<file path="src/rtl/mem_port_arbiter_pkg.sv">
// Shared encodings for the fetch/load-store memory port arbiter.
package mem_port_arbiter_pkg;

  localparam int MEM_LAT_MAX = 7;

  typedef enum logic {
    OWN_IF = 1'b0,
    OWN_DM = 1'b1
  } owner_e;

  typedef enum logic {
    ST_IDLE = 1'b0,
    ST_BUSY = 1'b1
  } state_e;

endpackage

</file>
<file path="src/rtl/mem_port_arbiter_rr_pick2.sv">
// Two-way combinational pick; on conflict the side not granted last wins.
module rr_pick2
  import mem_port_arbiter_pkg::*;
(
  input  logic   i_req_if,
  input  logic   i_req_dm,
  input  owner_e i_last,
  output logic   o_gnt_if,
  output logic   o_gnt_dm
);

  // DM is preferred on conflict unless it took the previous grant.
  assign o_gnt_dm = i_req_dm & (~i_req_if | (i_last != OWN_DM));
  assign o_gnt_if = i_req_if & (~i_req_dm | (i_last == OWN_DM));

endmodule

</file>
<file path="src/rtl/mem_port_arbiter.sv">
// Shares one fixed-latency memory port between instruction fetch and load/store.
// One access in flight; a new grant may overlap the done cycle of the previous one.
module mem_port_arbiter
  import mem_port_arbiter_pkg::*;
#(
  parameter int DATA_W  = 32,
  parameter int ADDR_W  = 32,
  parameter int MEM_LAT = 1
) (
  input  logic              clk,
  input  logic              reset,
  input  logic              if_req,
  input  logic [ADDR_W-1:0] if_addr,
  output logic              if_ready,
  output logic              if_done,
  output logic [DATA_W-1:0] if_rdata,
  input  logic              dm_req,
  input  logic              dm_we,
  input  logic [ADDR_W-1:0] dm_addr,
  input  logic [DATA_W-1:0] dm_wdata,
  output logic              dm_ready,
  output logic              dm_done,
  output logic [DATA_W-1:0] dm_rdata,
  output logic              mem_en,
  output logic              mem_we,
  output logic [ADDR_W-1:0] mem_addr,
  output logic [DATA_W-1:0] mem_wdata,
  input  logic [DATA_W-1:0] mem_rdata
);

  localparam logic [2:0] LAT_LAST = 3'(MEM_LAT - 1);

  state_e     r_state, w_state_nxt;
  owner_e     r_owner, w_owner_nxt;
  owner_e     r_last, w_last_nxt;
  logic       r_is_write, w_is_write_nxt;
  logic [2:0] r_cnt, w_cnt_nxt;
  logic       w_done, w_accept, w_gnt_if, w_gnt_dm, w_gnt;

  assign w_done   = (r_state == ST_BUSY) && (r_cnt == LAT_LAST);
  // Reset is asynchronous, so it gates the accept window directly to hold every strobe low.
  assign w_accept = ~reset & ((r_state == ST_IDLE) | w_done);

  rr_pick2 u_pick (
    .i_req_if (if_req & w_accept),
    .i_req_dm (dm_req & w_accept),
    .i_last   (r_last),
    .o_gnt_if (w_gnt_if),
    .o_gnt_dm (w_gnt_dm)
  );

  assign w_gnt = w_gnt_if | w_gnt_dm;

  assign if_ready  = w_gnt_if;
  assign dm_ready  = w_gnt_dm;
  assign mem_en    = w_gnt;
  assign mem_we    = w_gnt_dm & dm_we;
  assign mem_addr  = w_gnt_dm ? dm_addr : if_addr;
  assign mem_wdata = dm_wdata;

  assign if_done  = w_done & (r_owner == OWN_IF);
  assign dm_done  = w_done & (r_owner == OWN_DM);
  assign if_rdata = mem_rdata;
  // Store completions carry no data; zero it rather than expose a stale read.
  assign dm_rdata = r_is_write ? '0 : mem_rdata;

  always_comb begin
    w_state_nxt    = r_state;
    w_cnt_nxt      = r_cnt;
    w_owner_nxt    = r_owner;
    w_is_write_nxt = r_is_write;
    w_last_nxt     = r_last;
    case (r_state)
      ST_IDLE: w_cnt_nxt = r_cnt;
      ST_BUSY: begin
        w_cnt_nxt = r_cnt + 3'd1;
        if (w_done) w_state_nxt = ST_IDLE;
      end
      default: w_state_nxt = ST_IDLE;
    endcase
    if (w_gnt) begin
      w_state_nxt    = ST_BUSY;
      w_cnt_nxt      = 3'd0;
      w_owner_nxt    = w_gnt_dm ? OWN_DM : OWN_IF;
      w_is_write_nxt = w_gnt_dm & dm_we;
      w_last_nxt     = w_gnt_dm ? OWN_DM : OWN_IF;
    end
  end

  always_ff @(posedge clk or posedge reset) begin
    if (reset) begin
      r_state    <= ST_IDLE;
      r_cnt      <= 3'd0;
      r_owner    <= OWN_IF;
      r_is_write <= 1'b0;
      r_last     <= OWN_IF;
    end else begin
      r_state    <= w_state_nxt;
      r_cnt      <= w_cnt_nxt;
      r_owner    <= w_owner_nxt;
      r_is_write <= w_is_write_nxt;
      r_last     <= w_last_nxt;
    end
  end

endmodule

</file>
<file path="config.mk">
export PLATFORM = sky130hd
export DESIGN_NAME = mem_port_arbiter
export DESIGN_NICKNAME = d
export VERILOG_FILES = /design/src/rtl/mem_port_arbiter_pkg.sv /design/src/rtl/mem_port_arbiter_rr_pick2.sv /design/src/rtl/mem_port_arbiter.sv
export SDC_FILE = /design/constraint.sdc
export NUM_CORES = 1
export LEC_CHECK = 0
export BUFFER_PORTS_ARGS = -buffer_cell sky130_fd_sc_hd__buf_2
export CORE_AREA = 8 8 98 100
export CTS_CLUSTER_DIAMETER = 50
export DETAILED_ROUTE_END_ITERATION = 10
export DIE_AREA = 0 0 106 108
export MAX_ROUTING_LAYER = met4
export PLACE_DENSITY = 0.67
export SKIP_LAST_GASP = 1
export SLEW_MARGIN = 20
export SYNTH_ARGS = -nofsm -noshare
export SYNTH_HDL_FRONTEND = slang
export SYNTH_HIERARCHICAL = 1
export SYNTH_SLANG_ARGS = --single-unit
</file>
<file path="constraint.sdc">
create_clock -name clk -period 3.8 [get_ports clk]
set_input_delay 0.76 -clock clk [delete_from_list [all_inputs] [get_ports clk]]
set_output_delay 0.76 -clock clk [all_outputs]
set_load 0.1 [all_outputs]
</file>
Word level (Yosys, flattened, before mapping). Index checks and enable logic that the tools add are counted.

Add/subtract/negate cells: 1. Bitwise operators: 17. Eq/ne operators: 1. Reduce and logical (&&, ||, !) cells: 2. Muxes and demuxes: 8.

Operators with widths (number): $mux 32 (2); $and 1x1->1 (8); $mux 3 (2); $not 1->1 (5); $mux 1 (4); $or 1x1->1 (4); $add 3x1->3 const B (1); $logic_not 3->1 (1); $ne 2x2->1 const B (1); $logic_and 1x1->1 (1).

Output and inout port bits: 134. Input port bits: 133. Logic and storage cells: 33. Register bits: 6.

Depth between registers and ports, before layout. Gate-level depths: netlist (run 1).

Depth in word-level cells: 10. Gate-level depth with buffers: 9.

Modules after synthesis. The synthesis (run 1) kept the hierarchy.

By module, submodules not included: mem_port_arbiter (area each 1585.3 um^2, seq. area each 150.1 um^2, times used 1, cells an instance 168); rr_pick2 (area each 18.8 um^2, seq. area each 0.0 um^2, times used 1, cells an instance 3).

Worst setup path before layout (run 1). Ideal clock, no wire load.

Kind: input port to output port. Start point: input port reset. End point: output port mem_en. Path buffers: 1. Data arrival time: 3.671 ns. Cell stages on the path: 6. Data required time: 3.040 ns. Slack: -0.631 ns. Cells stage by stage: nand2b_1 -> a21oi_1 -> a21boi_1 -> buf_6 -> nor2_1 -> inv_1.

Longest elaborated chain between the ends: 7.

RTL lines: start: declaration (RTL line mem_port_arbiter.sv:11) `input logic reset,`; $not 1->1 * (RTL line mem_port_arbiter.sv:42) `assign w_accept = ~reset & ((r_state == ST_IDLE) | w_done);`; $and 1x1->1 * (RTL line mem_port_arbiter.sv:42); $and 1x1->1 (RTL line mem_port_arbiter.sv:45) `.i_req_if (if_req & w_accept),`; $not 1->1 (RTL line mem_port_arbiter_rr_pick2.sv:13) `assign o_gnt_dm = i_req_dm & (~i_req_if | (i_last != OWN_DM));`; $or 1x1->1 (RTL line mem_port_arbiter_rr_pick2.sv:13); $and 1x1->1 * (RTL line mem_port_arbiter_rr_pick2.sv:13); named net dm_ready (RTL line mem_port_arbiter.sv:21) `output logic dm_ready,`; $or 1x1->1 * (RTL line mem_port_arbiter.sv:52) `assign w_gnt = w_gnt_if | w_gnt_dm;`; end: declaration (RTL line mem_port_arbiter.sv:24) `output logic mem_en,`.

The timed path passes the listed nets; every way through them passes the cells marked *.

Worst setup path after layout (run 1).
Start point: register r_cnt[0]. End point: output port mem_en.

Longest elaborated chain between the ends: 9.

RTL lines: start: declaration (RTL line mem_port_arbiter.sv:37) `logic [2:0] r_cnt, w_cnt_nxt;`; start signal: assignment (RTL line mem_port_arbiter.sv:99) `r_cnt <= w_cnt_nxt;`; $logic_not 3->1 * (RTL line mem_port_arbiter.sv:40) `assign w_done = (r_state == ST_BUSY) && (r_cnt == LAT_LAST);`; $logic_and 1x1->1 * (RTL line mem_port_arbiter.sv:40); $or 1x1->1 * (RTL line mem_port_arbiter.sv:42); $and 1x1->1 * (RTL line mem_port_arbiter.sv:42); $and 1x1->1 (on tied branches) (RTL line mem_port_arbiter.sv:46, mem_port_arbiter.sv:45); $not 1->1 (on tied branches) (RTL line mem_port_arbiter_rr_pick2.sv:14, mem_port_arbiter_rr_pick2.sv:13); $or 1x1->1 (on tied branches) (RTL line mem_port_arbiter_rr_pick2.sv:14, mem_port_arbiter_rr_pick2.sv:13); $and 1x1->1 (on tied branches) (RTL line mem_port_arbiter_rr_pick2.sv:14, mem_port_arbiter_rr_pick2.sv:13); $or 1x1->1 * (RTL line mem_port_arbiter.sv:52).

Mark *: on every way between the ends. The rest lies on a longest branch, timed or not.

==> results of run 1 <==
## flip-flops by register name (all words and copies together) (netlist names)
name / flops
r_cnt: 3
r_is_write: 1
r_last: 1
r_state: 1
## report_power, final
part / internal [mW] / switching, mW
logic: 0.383 / 1.63
clock network: 0.0681 / 0.0285
registers: 0.0947 / 0.0755
total: 0.546 / 1.73
## how the worst min path moves through the flow
stage | startpoint | depth (start not counted) | to | slack (ns)
after floorplan | r_cnt[1]$_DFFE_PP0P_ | 2 | r_cnt[1]$_DFFE_PP0P_ | 0.51
after global placement | r_cnt[1]$_DFFE_PP0P_ | 2 | r_cnt[1]$_DFFE_PP0P_ | 0.55
after detailed placement | r_cnt[1]$_DFFE_PP0P_ | 2 | r_cnt[1]$_DFFE_PP0P_ | 0.55
after CTS | reset | 2 | r_last$_DFFE_PP0N_ | 0.46
after global routing | reset | 2 | r_is_write$_DFFE_PP0N_ | 0.49
final | reset | 2 | r_last$_DFFE_PP0N_ | 0.46
## cell usage after synthesis, types with 6 or more instances
| cell | instances | area [um^2] |
|---|---|---|
| nor2b_1 | 12 | 75.1 |
| mux2_4 | 29 | 435 |
| inv_1 | 6 | 22.5 |
| and2b_1 | 20 | 150 |
| buf_4 | 64 | 480 |
| dfrtp_1 | 6 | 150 |
## worst max-delay path, delay by kind of cell, from the launching register on
family,cells,cell delay [ns]
AO/OA/AOI/OAI,2,0.50
adder cells (fa/ha/maj),1,0.16
buffers and inverters,4,0.91
flip-flops,1,0.40
AND/OR/NAND/NOR,2,0.23
## cell type report
type | instances | area share
well taps | 105 | 0.0583
repair buffers | 203 | 0.457
inverters | 6 | 0.00999
clock buffers | 3 | 0.0183
multi-input cells | 87 | 0.390
flip-flops and latches | 6 | 0.0666
## stage by stage
stage          utilization  hold WS [ns]  setup slack [ns]  cell area (um^2)
2_1_floorplan            -         0.513            0.0171              1610
3_3_place_gp         0.275         0.549             0.706              2210
3_5_place_dp         0.275         0.547             0.648              2210
4_1_cts              0.280         0.458             0.603              2250
5_1_grt              0.280         0.487             0.435              2250
6_report             0.280         0.456             0.613              2250
## layer usage
layer,vias up,GRT usage,part of all wire
met4,0,0.0181,0
met3,0,0.0506,0.14
li1,753,-,-
met2,116,0.159,0.48
met5,-,-,0
met1,712,0.105,0.38
## placed cells by master (no fill, tap or decap), drive strengths merged
cell type	instances
clkbuf	3
nand2b	3
a21boi	2
a21o	3
mux2	32
ha	2
buf	203
nor2	3
a21oi	3
nor2b	12
inv	6
and4b	1
and2b	20
nand3b	1
mux2i	1
dfrtp	6
xnor2	1
a21bo	1
and2	1
nor3b	1
## cells by family after synthesis
kind of cell / Yosys count / synth area share
AOI/OAI and AO/OA: 9 / 0.0390
xor gates and xnor gates: 1 / 0.00546
adders and majority gates: 2 / 0.0156
buffers and inverters: 78 / 0.368
DFF: 6 / 0.0936
muxes: 33 / 0.299
and+or+nand+nor: 42 / 0.179
==> flow_summary.ini, run 1 <==
[cts]
clkSinkCount = 6
post_cts_buffers = 0
path_clk_slew_ns = 0.04
cts-root-buf = clkbuf_8
clk_latency_ns = 0.23
ctsResizeCount = 0
clk_path_buf_depth = 2
holdBufCountCts = 0
cts_buffers = 3
htreeDepth = 1
cts_tree = done

[yosys]
synth-edff-count = 0
synth_cell_types = 24
ys_warn_count = 6
syn_inst = 171
ys_seq_area_frac = 0.0936
syn_nets = 306
synthFlopType = dfrtp_1
synth_area_um2 = 1600
postSynthAreaPerCell_um2 = 9.38
async_flop_share = 1.00
ys_ff_latch = 6

[sta]
setup_tns_ns = 0
setup_viol = 0
hold_viol_final = 0
fmax_mhz = 314
worst_slew_pin_slew_ns = 0.822
rsz0062_at_grt = false
fin_skew_ns = 0.00671
maxSlewViolCount = 0
fin_crit_ns = 3.19
finalCritPeriodShare = 0.839
max-slew-margin-rel = 0.452

[worst_setup_path]
critPathKind = reg -> out
critPathMaxStageDelay_ns = 0.45
cp.required_ns = 3.04
cp-end-kind = output pin
reg2regPathDepth = 9
path_max_fanout = 36
cp-endpoint = mem_en
critPathLaunchType = flip-flop
timing.rr.start = r_cnt[0]$_DFFE_PP0P_
crit_slowest_cell = buf_2
r2r-end = r_cnt[2]$_DFFE_PP0P_
reg2reg_setup_slack_ns = 1.86
path_cells = inv_1 -> ha_1 -> nand2b_1 -> a21oi_1 -> a21boi_4 -> buf_12 -> nor2_1 -> inv_1 -> buf_2
worstPathArrival_ns = 2.43
cp-startpoint = r_cnt[0]$_DFFE_PP0P_
crit_top_cell = inv_1

[route]
drtIter0Drc = 40
routedWlPerCell_um = 14.9
drtAntennaViolNets = 0
num_vias = 1581
drc = 0
firstDrtPassIters = 4
routed_via_density = 3.86
wirelength_mm = 6.10

[floorplan]
die_h_um = 108
rows = 33
dieWidth_um = 106
start_util = 0.199
io_pins = 267
die-area_um2 = 11400
coreArea_um2 = 8050

[placement]
gp_congestion = 0.766
dp_hpwl_mm = 5.56
placed_cells = 407
numPortBuffers = 202

[cells_and_area]
drive_gt1_frac = 0.793
antennaDiodeCount = 0
seqCellArea_um2 = 150
final_nets = 442
area_growth_pct = 40.6
fin_cells = 410
nFillCells = 872
multiInputGateArea_um2 = 878

[run]
cap_violations = 0

[run_status]
status = finished, final reports clean

[power_and_ir_drop]
total_power_mw = 2.28
leakage_nw = 1.38
ir_drop_v = 0.000586
powerDensity_nw_per_um2 = 1010

[grt]
antenna_found_initial = 0
grt_first_pass_wirelength_mm = 9.09
grt_overflow_total = 0
grt_usage = 0.0974
grt_max_degree = 37
grt_pass1_vias = 1622

[hold_path]
min_path_type = in -> async
No activity file was read; power rests on OpenSTA's default activity.
==> inputs of run 2 (changes only) <==
Settings changed: CORE_AREA 8 8 98 100 to 8 8 97 99, DIE_AREA 0 0 106 108 to 0 0 105 107, PLACE_DENSITY 0.67 to 0.69.
Clock period 3.8 ns to 3.1 ns, I/O delays scaled along.
==> run 2 against run 1 <==
Against the previous run: clock power rose by 23%; sequential power rose by 21%; wire length rose by 3.4%; cell area rose by 24%; via count rose by 0.57%; first-iteration DRC count rose by 5.0%; power rose by 35%.
==> flow_summary.ini, run 2 (same netlist as run 1, synthesis figures left out) <==
[worst_setup_path]
path_cells = inv_1 -> ha_1 -> nand2b_1 -> a21oi_1 -> a21boi_4 -> buf_12 -> mux2_2 -> buf_12
critPathMaxStageDelay_ns = 0.40
cp-end-kind = output pin
crit_top_cell = buf_12
path_max_fanout = 36
critPathKind = reg -> out
cp.required_ns = 2.48
reg2reg_setup_slack_ns = 1.06
crit_slowest_cell = dfrtp_1
critPathLaunchType = flip-flop
worstPathArrival_ns = 2.33

[cts]
post_cts_buffers = 0
clk_path_buf_depth = 2
path_clk_slew_ns = 0.04
cts-root-buf = clkbuf_8
cts_tree = done
clk_latency_ns = 0.23
clkSinkCount = 6
ctsResizeCount = 0
htreeDepth = 1
holdBufCountCts = 0
cts_buffers = 3

[sta]
fin_crit_ns = 2.95
fin_skew_ns = 0.00422
finalWorstSetupSlack_ns = 0.145
finalCritPeriodShare = 0.953
hold_viol_final = 0
worst_slew_pin_slew_ns = 0.813
setup_viol = 0
setup_tns_ns = 0
maxSlewViolCount = 0
rsz0062_at_grt = false
holdWs_ns = 0.325
max-slew-margin-rel = 0.458
fmax_mhz = 338

[grt]
grt_usage = 0.105
grt_overflow_total = 0
antenna_found_initial = 0
grt_pass1_vias = 1758
grt_max_degree = 37
grt_first_pass_wirelength_mm = 9.48

[cells_and_area]
final_common_cell = buf_2
design_area_um2 = 2790
fin_util = 0.351
nFillCells = 826
antennaDiodeCount = 0
largest_reg_flops = 3
seqCellArea_um2 = 150
area_growth_pct = 73.6
final_cell_mix = buf_2 (167), buf_12 (36), mux2_4 (29), and2b_1 (20), nor2b_1 (12)
multiInputGateArea_um2 = 883
fin_cells = 410
top_register = r_cnt
drive_gt1_frac = 0.797
final_nets = 442

[route]
drtIter0Drc = 42
wl_met1_mm = 2.31
dr.max_layer_used = met4
routedWlPerCell_um = 15.4
firstDrtPassIters = 3
num_vias = 1590
routed_via_density = 3.88
drtAntennaViolNets = 0
met3WireLength_um = 636
wirelength_mm = 6.31
drc = 0
dr_wl_met2_mm = 3.29

[run_status]
status = finished, final reports clean

[placement]
placed_cells = 407
gp_congestion = 0.785
dpl_cell_area_um2 = 2740
numPortBuffers = 202
post-place-ws_ns = 0.332
dp_hpwl_mm = 5.78

[power_and_ir_drop]
total_power_mw = 3.09
ir_drop_v = 0.000493
powerDensity_nw_per_um2 = 1110
leakage_nw = 1.56

[hold_path]
min_path_type = in -> async

[floorplan]
dieWidth_um = 105
die-area_um2 = 11200
io_pins = 267
die_h_um = 107
coreArea_um2 = 7930
rows = 33
start_util = 0.202

[run]
cap_violations = 0
==> run 2: cell counts in the layout (fill, tap and decap cells not counted) <==
Identical to the previous run, type by type.
==> run 2: layout make-up <==
| cell class | count | share of cell area |
|---|---|---|
| timing repair buffer | 203 | 0.559 |
| inverter | 6 | 0.00809 |
| tap | 105 | 0.0472 |
| sequential | 6 | 0.0539 |
| multi-input combinational | 87 | 0.317 |
| clock buffer | 3 | 0.0148 |
==> run 2: path summary, 6_finish.rpt <==
kind,from,endpoint,cells after the start
setup reg to reg,r_cnt[0]$_DFFE_PP0P_,r_cnt[0]$_DFFE_PP0P_,9
min in group clk,r_cnt[1]$_DFFE_PP0P_,r_cnt[1]$_DFFE_PP0P_,2
max in group asynchronous,reset,r_is_write$_DFFE_PP0N_,2
hold reg to reg,r_cnt[1]$_DFFE_PP0P_,r_cnt[1]$_DFFE_PP0P_,2
setup / recovery,r_cnt[0]$_DFFE_PP0P_,mem_addr[31],8
hold / removal,reset,r_cnt[2]$_DFFE_PP0P_,2
==> run 2: routing by layer <==
| layer | GRT usage | vias up |
|---|---|---|
| li1 | - | 754 |
| met1 | 0.104 | 710 |
| met2 | 0.187 | 121 |
| met3 | 0.0414 | 5 |
| met4 | 0.0347 | 0 |
| met5 | - | - |
==> run 2: worst max-delay path, delay by kind of cell, from the launching register on <==
kind,cells,cell delay [ns]
and+or+nand+nor,1,0.13
buffers and inverters,3,0.51
muxes,1,0.40
DFF,1,0.40
adders and majority gates,1,0.16
AOI/OAI and AO/OA,2,0.50
==> run 2: power by group <==
part           internal (mW)  switching [mW]  total, mW  leakage (nW)
logic                  0.716            2.05       2.76          1.47
clock network         0.0836          0.0356      0.119        0.0216
registers              0.116          0.0899      0.206        0.0751
total                  0.916            2.17       3.09          1.56
==> inputs of run 3 (changes only) <==
Settings changed: PLACE_DENSITY 0.69 to 0.62.
==> run 3 against run 2 <==
Against the previous run: register-to-register slack about the same; non-clock buffer count is the same; maximum frequency is 0.11% lower; setup slack worse by 0.0032 ns; critical path type unchanged; first-iteration DRC count increased by 12%; die area unchanged; via count fell by 1.4%; largest power group unchanged.
==> flow_summary.ini, run 3 (same netlist as run 1, synthesis figures left out) <==
[grt]
antenna_found_initial = 0
grt_pass1_vias = 1696
grt_usage = 0.105
grt_max_degree = 37
grt_overflow_total = 0
grt_first_pass_wirelength_mm = 9.52

[route]
drtIter0Drc = 47
num_vias = 1567
drtAntennaViolNets = 0
routed_via_density = 3.82
firstDrtPassIters = 4
wirelength_mm = 6.36
drc = 0
routedWlPerCell_um = 15.5

[placement]
dpl_cell_area_um2 = 2740
gp_congestion = 0.762
dp_hpwl_mm = 5.73
numPortBuffers = 202
placed_cells = 407

[worst_setup_path]
reg2regPathDepth = 9
worstPathArrival_ns = 2.34
crit_slowest_cell = dfrtp_1
path_max_fanout = 36
reg2reg_setup_slack_ns = 1.06
critPathKind = reg -> out
timing.rr.start = r_cnt[0]$_DFFE_PP0P_
critPathMaxStageDelay_ns = 0.40
critPathLaunchType = flip-flop
path_cells = inv_1 -> ha_1 -> nand2b_1 -> a21oi_1 -> a21boi_4 -> buf_12 -> mux2_2 -> buf_12
r2r-end = r_cnt[0]$_DFFE_PP0P_
path_delay_family = buffers and inverters
critPathBufInv = 3
cp-end-kind = output pin
crit_top_cell = buf_12
cp.required_ns = 2.48

[cells_and_area]
final_nets = 442
area_growth_pct = 73.6
nFillCells = 821
design_area_um2 = 2790
final_cell_mix = buf_2 (167), buf_12 (36), mux2_4 (29), and2b_1 (20), nor2b_1 (12)
fin_cells = 410
largest_reg_flops = 3
top_register = r_cnt
fin_util = 0.351
drive_gt1_frac = 0.797
final_common_cell = buf_2
antennaDiodeCount = 0

[cts]
cts-root-buf = clkbuf_8
path_clk_slew_ns = 0.04
cts_buffers = 3
clkSinkCount = 6
post_cts_buffers = 0
ctsResizeCount = 0
clk_latency_ns = 0.23
holdBufCountCts = 0
clk_path_buf_depth = 2
htreeDepth = 1
cts_tree = done

[floorplan]
dieWidth_um = 105
die-area_um2 = 11200
io_pins = 267
start_util = 0.202
die_h_um = 107
rows = 33
coreArea_um2 = 7930

[sta]
finalCritPeriodShare = 0.954
fin_crit_ns = 2.96
hold_viol_final = 0
holdWs_ns = 0.317
fin_skew_ns = 0.00315
fmax_mhz = 338
setup_viol = 0
maxSlewViolCount = 0
worst_slew_pin_slew_ns = 0.790
rsz0062_at_grt = false
max-slew-margin-rel = 0.473

[hold_path]
min_path_type = in -> async

[run_status]
status = finished, final reports clean

[power_and_ir_drop]
powerDensity_nw_per_um2 = 1110
leakage_nw = 1.56
ir_drop_v = 0.000625

[run]
cap_violations = 0
## run 3: area by class of cell
| cell class | count | area (um^2) | share of cell area |
|---|---|---|---|
| clock buffers | 3 | 41.3 | 0.0148 |
| well taps | 105 | 131 | 0.0472 |
| repair buffers | 203 | 1560 | 0.559 |
| flip-flops and latches | 6 | 150 | 0.0539 |
| multi-input cells | 87 | 883 | 0.317 |
| inverters | 6 | 22.5 | 0.00809 |
## run 3: report_power, final
part	switching [mW]	internal [mW]	leakage, nW
sequential	0.0903	0.116	0.0751
clock	0.0356	0.0836	0.0216
combinational	2.05	0.716	1.47
total	2.17	0.916	1.56
## run 3: layer usage
layer / global-route usage / vias to the layer above / routed length, um
li1: - / 754 / -
met1: 0.106 / 712 / 2290
met2: 0.188 / 95 / 3430
met3: 0.0408 / 6 / 598
met4: 0.0245 / 0 / 31
met5: - / - / 0
## run 3: through the flow
step	TNS, ns	power, mW	setup WS [ns]
finish	0	3.09	0.142
global route	0	3.19	0.0236
CTS	0	3.12	0.120
detailed placement	0	2.99	0.318
global placement	0	2.96	0.365
floorplan	-0.277	2.61	-0.277
## run 3: how the worst max path moves through the flow
stage,start,end,slack (ns),cells past startpoint
4_1_cts,r_cnt[0]$_DFFE_PP0P_,mem_addr[1],0.12,8
3_3_place_gp,reset,mem_addr[1],0.36,7
2_1_floorplan,reset,mem_en,-0.28,5
3_5_place_dp,reset,mem_addr[1],0.32,7
5_1_grt,r_cnt[0]$_DFFE_PP0P_,mem_addr[31],0.02,8
6_report,r_cnt[0]$_DFFE_PP0P_,mem_addr[1],0.14,8
